## src/rtl/fetch_ctrl_if.sv

```systemverilog
// Bus bundle between the fetch controller and its environment
// (decode handshake, redirect, memory port, instruction output).
interface fetch_ctrl_if;
    logic        rdy_in;
    logic        stall_in;
    logic        jump_en_in;
    logic [31:0] jump_addr_in;
    logic        mem_grant_in;
    logic [7:0]  mem_din_in;
    logic        mem_req_out;
    logic [31:0] mem_addr_out;
    logic        inst_valid_out;
    logic [31:0] inst_out;
    logic [31:0] inst_pc_out;

    // Environment side: drives control, memory return and decode handshake
    modport master (
        output rdy_in, stall_in, jump_en_in, jump_addr_in, mem_grant_in, mem_din_in,
        input  mem_req_out, mem_addr_out, inst_valid_out, inst_out, inst_pc_out
    );

    // Fetch controller side
    modport slave (
        input  rdy_in, stall_in, jump_en_in, jump_addr_in, mem_grant_in, mem_din_in,
        output mem_req_out, mem_addr_out, inst_valid_out, inst_out, inst_pc_out
    );
endinterface

```

## src/rtl/fetch_ctrl.sv

```systemverilog
// Instruction fetch controller: assembles a 32-bit little-endian word from
// four byte-wide memory accesses and holds it until decode consumes it.
// Optional feature macro: ICACHE_EN adds a 16-entry direct-mapped I-cache.
module fetch_ctrl #(
    parameter logic [31:0] RESET_PC = 32'h0
) (
    input  logic         clk_in,
    input  logic         rst_in,
    fetch_ctrl_if.slave  bus
);
    localparam int unsigned XLEN  = 32;
    localparam int unsigned CNT_W = 3;
    localparam logic [CNT_W-1:0] WORD_BYTES = CNT_W'(4);

    typedef enum logic [1:0] {IDLE, FETCH, HOLD} state_t;

    state_t            state_q, state_d;
    logic [XLEN-1:0]   pc_q, pc_d;
    logic [XLEN-1:0]   mem_addr_q, mem_addr_d;
    logic [XLEN-1:0]   inst_q, inst_d;
    logic [XLEN-1:0]   inst_pc_q, inst_pc_d;
    logic [CNT_W-1:0]  issue_cnt_q, issue_cnt_d;
    logic [CNT_W-1:0]  recv_cnt_q, recv_cnt_d;
    logic              pending_q, pending_d;
    logic [1:0]        pending_lane_q, pending_lane_d;
    logic              byte_held_q, byte_held_d;
    logic              mem_req_q, mem_req_d;
    logic              inst_valid_q, inst_valid_d;
    logic              grant_ok;
    logic              consume;

    assign grant_ok = mem_req_q & bus.rdy_in & bus.mem_grant_in;
    assign consume  = inst_valid_q & ~bus.stall_in;

`ifdef ICACHE_EN
    localparam int unsigned LINES = 16;
    localparam int unsigned IDX_W = 4;
    localparam int unsigned TAG_W = 26;

    logic [XLEN-1:0]  cache_data_q [LINES];
    logic [TAG_W-1:0] cache_tag_q  [LINES];
    logic [LINES-1:0] cache_vld_q, cache_vld_d;
    logic [IDX_W-1:0] pc_idx;
    logic [TAG_W-1:0] pc_tag;
    logic             cache_hit;
    logic             cache_we;

    assign pc_idx    = pc_q[5:2];
    assign pc_tag    = pc_q[31:6];
    assign cache_hit = cache_vld_q[pc_idx] && (cache_tag_q[pc_idx] == pc_tag);

    // Mark a line valid when a fetch completes into it
    always_comb begin
        cache_vld_d = cache_vld_q;
        if (cache_we) cache_vld_d[pc_idx] = 1'b1;
    end

    // Valid bits are the only cache state that needs reset
    always_ff @(posedge clk_in or negedge rst_in) begin
        if (!rst_in) cache_vld_q <= '0;
        else         cache_vld_q <= cache_vld_d;
    end

    // Data and tag arrays, written with the freshly assembled word
    always_ff @(posedge clk_in) begin
        if (cache_we) begin
            cache_data_q[pc_idx] <= inst_d;
            cache_tag_q[pc_idx]  <= pc_tag;
        end
    end
`endif

    // Next-state logic: byte capture, issue counting, FSM and redirect
    always_comb begin
        state_d        = state_q;
        pc_d           = pc_q;
        mem_addr_d     = mem_addr_q;
        inst_d         = inst_q;
        inst_pc_d      = inst_pc_q;
        issue_cnt_d    = issue_cnt_q;
        recv_cnt_d     = recv_cnt_q;
        pending_d      = pending_q;
        pending_lane_d = pending_lane_q;
        byte_held_d    = byte_held_q;
        mem_req_d      = mem_req_q;
        inst_valid_d   = inst_valid_q;
`ifdef ICACHE_EN
        cache_we       = 1'b0;
`endif
        if (!bus.rdy_in) begin
            // Frozen: the in-flight byte cannot be re-requested, so park it
            // in its lane now and account for it once rdy returns.
            if (pending_q && !byte_held_q) begin
                inst_d[{pending_lane_q, 3'b000} +: 8] = bus.mem_din_in;
                byte_held_d = 1'b1;
            end
        end else begin
            pending_d   = 1'b0;
            byte_held_d = 1'b0;
            if (pending_q) begin
                if (!byte_held_q) inst_d[{pending_lane_q, 3'b000} +: 8] = bus.mem_din_in;
                recv_cnt_d = recv_cnt_q + CNT_W'(1);
            end
            if (grant_ok) begin
                issue_cnt_d    = issue_cnt_q + CNT_W'(1);
                pending_d      = 1'b1;
                pending_lane_d = issue_cnt_q[1:0];
            end

            case (state_q)
                IDLE: begin
`ifdef ICACHE_EN
                    if (cache_hit) begin
                        inst_d       = cache_data_q[pc_idx];
                        inst_pc_d    = pc_q;
                        inst_valid_d = 1'b1;
                        state_d      = HOLD;
                    end else
`endif
                    begin
                        issue_cnt_d = '0;
                        recv_cnt_d  = '0;
                        state_d     = FETCH;
                    end
                end
                FETCH: begin
                    if (recv_cnt_d == WORD_BYTES) begin
                        inst_pc_d    = pc_q;
                        inst_valid_d = 1'b1;
                        state_d      = HOLD;
`ifdef ICACHE_EN
                        cache_we     = 1'b1;
`endif
                    end
                end
                HOLD: begin
                    if (consume) begin
                        pc_d         = pc_q + XLEN'(4);
                        inst_valid_d = 1'b0;
                        state_d      = IDLE;
                    end
                end
                default: state_d = IDLE;
            endcase

            // Redirect overrides everything, including a same-cycle consume
            if (bus.jump_en_in) begin
                pc_d         = bus.jump_addr_in & ~XLEN'(3);
                issue_cnt_d  = '0;
                recv_cnt_d   = '0;
                pending_d    = 1'b0;
                byte_held_d  = 1'b0;
                inst_valid_d = 1'b0;
                state_d      = IDLE;
`ifdef ICACHE_EN
                cache_we     = 1'b0;
`endif
            end

            mem_req_d  = (state_d == FETCH) && (issue_cnt_d != WORD_BYTES);
            mem_addr_d = pc_d + XLEN'(issue_cnt_d);
        end
    end

    // State and output registers
    always_ff @(posedge clk_in or negedge rst_in) begin
        if (!rst_in) begin
            state_q        <= IDLE;
            pc_q           <= RESET_PC;
            mem_addr_q     <= '0;
            inst_q         <= '0;
            inst_pc_q      <= '0;
            issue_cnt_q    <= '0;
            recv_cnt_q     <= '0;
            pending_q      <= 1'b0;
            pending_lane_q <= '0;
            byte_held_q    <= 1'b0;
            mem_req_q      <= 1'b0;
            inst_valid_q   <= 1'b0;
        end else begin
            state_q        <= state_d;
            pc_q           <= pc_d;
            mem_addr_q     <= mem_addr_d;
            inst_q         <= inst_d;
            inst_pc_q      <= inst_pc_d;
            issue_cnt_q    <= issue_cnt_d;
            recv_cnt_q     <= recv_cnt_d;
            pending_q      <= pending_d;
            pending_lane_q <= pending_lane_d;
            byte_held_q    <= byte_held_d;
            mem_req_q      <= mem_req_d;
            inst_valid_q   <= inst_valid_d;
        end
    end

    // Request is suppressed immediately while the block is frozen
    assign bus.mem_req_out    = mem_req_q & bus.rdy_in;
    assign bus.mem_addr_out   = mem_addr_q;
    assign bus.inst_valid_out = inst_valid_q;
    assign bus.inst_out       = inst_q;
    assign bus.inst_pc_out    = inst_pc_q;
endmodule

```

## src/flat_wrapper.sv

```systemverilog
// flat-port wrapper written by rule: the top's interface ports become plain ports
module fetch_ctrl_flat 
#(
    parameter logic [31:0] RESET_PC = 32'h0
)
  (clk_in, rst_in, bus_rdy_in, bus_stall_in, bus_jump_en_in, bus_jump_addr_in, bus_mem_grant_in, bus_mem_din_in, bus_mem_req_out, bus_mem_addr_out, bus_inst_valid_out, bus_inst_out, bus_inst_pc_out);
  fetch_ctrl_if bus_i ();
  input  logic clk_in;
  input  logic rst_in;
  input wire logic [$bits(bus_i.rdy_in)-1:0] bus_rdy_in;
  input wire logic [$bits(bus_i.stall_in)-1:0] bus_stall_in;
  input wire logic [$bits(bus_i.jump_en_in)-1:0] bus_jump_en_in;
  input wire logic [$bits(bus_i.jump_addr_in)-1:0] bus_jump_addr_in;
  input wire logic [$bits(bus_i.mem_grant_in)-1:0] bus_mem_grant_in;
  input wire logic [$bits(bus_i.mem_din_in)-1:0] bus_mem_din_in;
  output wire logic [$bits(bus_i.mem_req_out)-1:0] bus_mem_req_out;
  output wire logic [$bits(bus_i.mem_addr_out)-1:0] bus_mem_addr_out;
  output wire logic [$bits(bus_i.inst_valid_out)-1:0] bus_inst_valid_out;
  output wire logic [$bits(bus_i.inst_out)-1:0] bus_inst_out;
  output wire logic [$bits(bus_i.inst_pc_out)-1:0] bus_inst_pc_out;
  assign bus_i.rdy_in = bus_rdy_in;
  assign bus_i.stall_in = bus_stall_in;
  assign bus_i.jump_en_in = bus_jump_en_in;
  assign bus_i.jump_addr_in = bus_jump_addr_in;
  assign bus_i.mem_grant_in = bus_mem_grant_in;
  assign bus_i.mem_din_in = bus_mem_din_in;
  assign bus_mem_req_out = bus_i.mem_req_out;
  assign bus_mem_addr_out = bus_i.mem_addr_out;
  assign bus_inst_valid_out = bus_i.inst_valid_out;
  assign bus_inst_out = bus_i.inst_out;
  assign bus_inst_pc_out = bus_i.inst_pc_out;
  fetch_ctrl #(.RESET_PC(RESET_PC)) u_core (.clk_in(clk_in), .rst_in(rst_in), .bus(bus_i));
endmodule
```

## config.mk

```make
export PLATFORM = sky130hd
export DESIGN_NAME = fetch_ctrl_flat
export DESIGN_NICKNAME = d
export VERILOG_FILES = /design/src/rtl/fetch_ctrl_if.sv /design/src/rtl/fetch_ctrl.sv /design/src/flat_wrapper.sv
export SDC_FILE = /design/constraint.sdc
export NUM_CORES = 1
export LEC_CHECK = 0
export CAP_MARGIN = 5
export CORE_MARGIN = 1
export CORE_UTILIZATION = 42
export DETAILED_ROUTE_END_ITERATION = 12
export HOLD_SLACK_MARGIN = 0.03
export PLACE_DENSITY = 0.75
export SYNTH_ARGS = -nofsm -noshare
export SYNTH_HDL_FRONTEND = slang
export SYNTH_SLANG_ARGS = --single-unit
```

## constraint.sdc

```tcl
create_clock -name clk_in -period 6.2 [get_ports clk_in]
set_input_delay 0.93 -clock clk_in [delete_from_list [all_inputs] [get_ports clk_in]]
set_output_delay 0.93 -clock clk_in [all_outputs]
set_load 0.01 [all_outputs]
```

==> flow_summary.yaml <==
route:
  wl_per_cell_um: 17.3
  drt-total-wl_mm: 18.7
  ant_nets: 0
  vias: 6009
  drt-vias-per-instance: 5.58
  drc: 0
  drtIter0Drc: 394
  first_pass_iters: 4
logic_synthesis:
  synth_edf_count: 0
  synth_flop_cell: "dfrtp_1"
  async_reset_ff_share_pct: 100
  yosysSeqAreaShare_pct: 47.7
  netlist.area_leader.share_pct: 47.7
  ys_ff_latch: 142
  yosys_warnings: 0
  synth_area_mm2: 0.00744
  synth_cells: 709
  synth_nets: 767
  yosysUniqueCellTypes: 68
  yosys.area.top_type: "dfrtp_1"
  synth_area_leaders: "dfrtp_1, mux2_2, a22o_1"
  syn_avg_cell_area_um2: 10.5
timing:
  period_needed_ps: 4740
  setup_tns_ps: 0
  tightest_slew_ps: 1080
  finalCritPeriodShare_pct: 76.5
  hold_violations: 0
  max_freq_mhz: 211
  relSlewSlack_pct: 28.1
  hold_ws_ps: 496
  setup_viol_count_final: 0
  finClkSkew_ps: 10.2
  rsz0062_at_grt: "false"
  drv_slew: 0
floorplanning:
  die-height_um: 135
  placementRows: 48
  die_area_mm2: 0.0183
  io_pins: 144
  fp.coreArea_mm2: 0.0173
  die_w_um: 135
  start_util_pct: 43.0
clock_network:
  cts_tree: "built"
  clock_sinks: 142
  clk_latency_ps: 430
  clockBufferDepth: 2
  cts-root-buf: "clkbuf_16"
  cts_resized: 0
  cts_max_level: 4
  cts_setup_buffers: 0
  cts_buffers: 17
  path_clk_slew_ps: 60
  cts_hold_buf: 0
power_and_ir_drop:
  report.power.total_mw: 2.61
  ir_drop_uv: 218
  p_leak_nw: 3.98
  cellPowerDensity_mw_per_mm2: 273
finish:
  mostFrequentLayoutCells: "dfrtp_1, clkdlybuf4s50_1, mux2_2, nor2_1, nand2_1"
  syn_to_final_growth_pct: 28.5
  drive_above_1_share_pct: 13.7
  antenna_cells: 0
  post-route-util_pct: 55.3
  final_nets: 897
  layout_commonest_cell: "dfrtp_1"
critical_path:
  cp_top_family: "simple AND/OR/NAND/NOR gates"
  worst-path-buf-inv: 2
  critPathMaxStageDelay_ps: 760
  required_ps: 6540
  worstSetupStartpointType: "input port"
  crit_path_max_fanout: 14
  cp_data_arrival_time_ps: 5090
  cp-end-kind: "flop"
  cp_slowest_cell: "nor4b_1"
  crit_path_frequent_cell: "or3_1"
  crit_chain: "clkdlybuf4s50_1 > and3_1 > mux2i_1 > or2_2 > inv_1 > ha_1 > a21o_1 > a21oi_1 > or3_1 > nand4bb_1 > nor4b_1 > nand4_2 > or3_1 > a31oi_1"
  critPathKind: "in -> reg"
min_path:
  hold_path_class: "reg -> reg"
flow_run:
  drv_cap: 0
place:
  gp_congestion: 0.850
  place_hpwl_mm: 13.0
  port_buffers: 141
run_status:
  status: "finished clean"
global_routing:
  grt_antenna_before_repair: 0
  grt_pass1_vias: 5668
  grt-ovfl-total: 0
  track_usage_pct: 21.5
  grt_start_max_net_pins: 102
  grt_pass1_wl_mm: 30.2
worst register-to-register path, delay by kind of cell, from the launching register on:
family                     cells  cell delay [ps]
AOI/OAI and AO/OA              3              380
xor gates and xnor gates       1              160
adders and majority gates      1              360
DFF                            1              460
and+or+nand+nor                6             2710
flip-flops by register name (all words and copies together) (netlist names):
register and count:
u_core.bus.inst_out 32, u_core.byte_held_q 1, u_core.recv_cnt_q 3, u_core.pending_lane_q 2
u_core.bus.inst_pc_out 32, u_core.bus.mem_addr_out 32, u_core.issue_cnt_q 3, u_core.pc_q 32
u_core.pending_q 1, u_core.bus.inst_valid_out 1, u_core.mem_req_q 1, u_core.state_q 2
where the power goes:
group	internal [mW]	switching (mW)	total [mW]	leakage (nW)
combinational	0.252	0.226	0.478	1.88
clock	0.602	0.406	1.01	0.275
sequential	1.02	0.101	1.12	1.82
Yosys cell counts, drive strengths merged, types with 15 or more instances:
cell type / count
nand4: 19
a22o: 33
nand2: 50
a21oi: 28
o21ai: 38
inv: 15
xnor2: 19
nand3: 25
mux2: 62
clkbuf: 28
nor2: 54
xor2: 17
dfrtp: 142
per-layer routing:
layer  GRT usage [%]  part of all wire, %  wire length (um)  up-vias
met5               0                    0                 0        -
met4            8.49                  2.1               389        0
met3            4.02                  5.2               972       29
met2            32.7                   46              8550      189
met1            30.3                   47              8770     2905
li1                -                    -                 -     2886
path summary, 6_finish.rpt:
kind / depth (start not counted) / slack, ps / from / end
worst max-delay path: 14 / 1460 / bus_mem_grant_in / u_core.bus.mem_addr_out[29]$_DFFE_PN0P_
worst min-delay path: 2 / 500 / u_core.byte_held_q$_DFFE_PN0N_ / u_core.byte_held_q$_DFFE_PN0N_
worst max register to register: 11 / 2050 / u_core.state_q[0]$_DFFE_PN0P_ / u_core.bus.mem_addr_out[29]$_DFFE_PN0P_
worst min register to register: 2 / 500 / u_core.byte_held_q$_DFFE_PN0N_ / u_core.byte_held_q$_DFFE_PN0N_
max in group asynchronous: 2 / 4520 / rst_in / u_core.bus.mem_addr_out[30]$_DFFE_PN0P_
min in group asynchronous: 1 / 610 / rst_in / u_core.bus.inst_out[0]$_DFFE_PN0P_
logic make-up after synthesis:
group,share of synthesized area (%)
AOI/OAI and AO/OA,13.8
and+or+nand+nor,18.2
xor gates and xnor gates,4.24
buffers and inverters,4.05
DFF,47.7
muxes,9.92
adders and majority gates,2.12
area by class of cell:
| class | instances | area, um2 |
|---|---|---|
| fill | 1505 | 7730 |
| multi-input combinational | 510 | 3600 |
| sequential | 142 | 3550 |
| timing repair buffer | 152 | 1490 |
| clock buffer | 19 | 443 |
| tap | 225 | 282 |
| clock inverter | 13 | 140 |
| inverter | 16 | 60.1 |
stage by stage:
stage	instances	setup WS, ps	instance area (um2)
floorplan	709	1400	7440
global placement	1045	1030	8980
detailed placement	1045	1050	8980
CTS	1077	1430	9570
global route	1077	1120	9570
finish	1077	1460	9570
No activity file was read; power rests on OpenSTA's default activity.
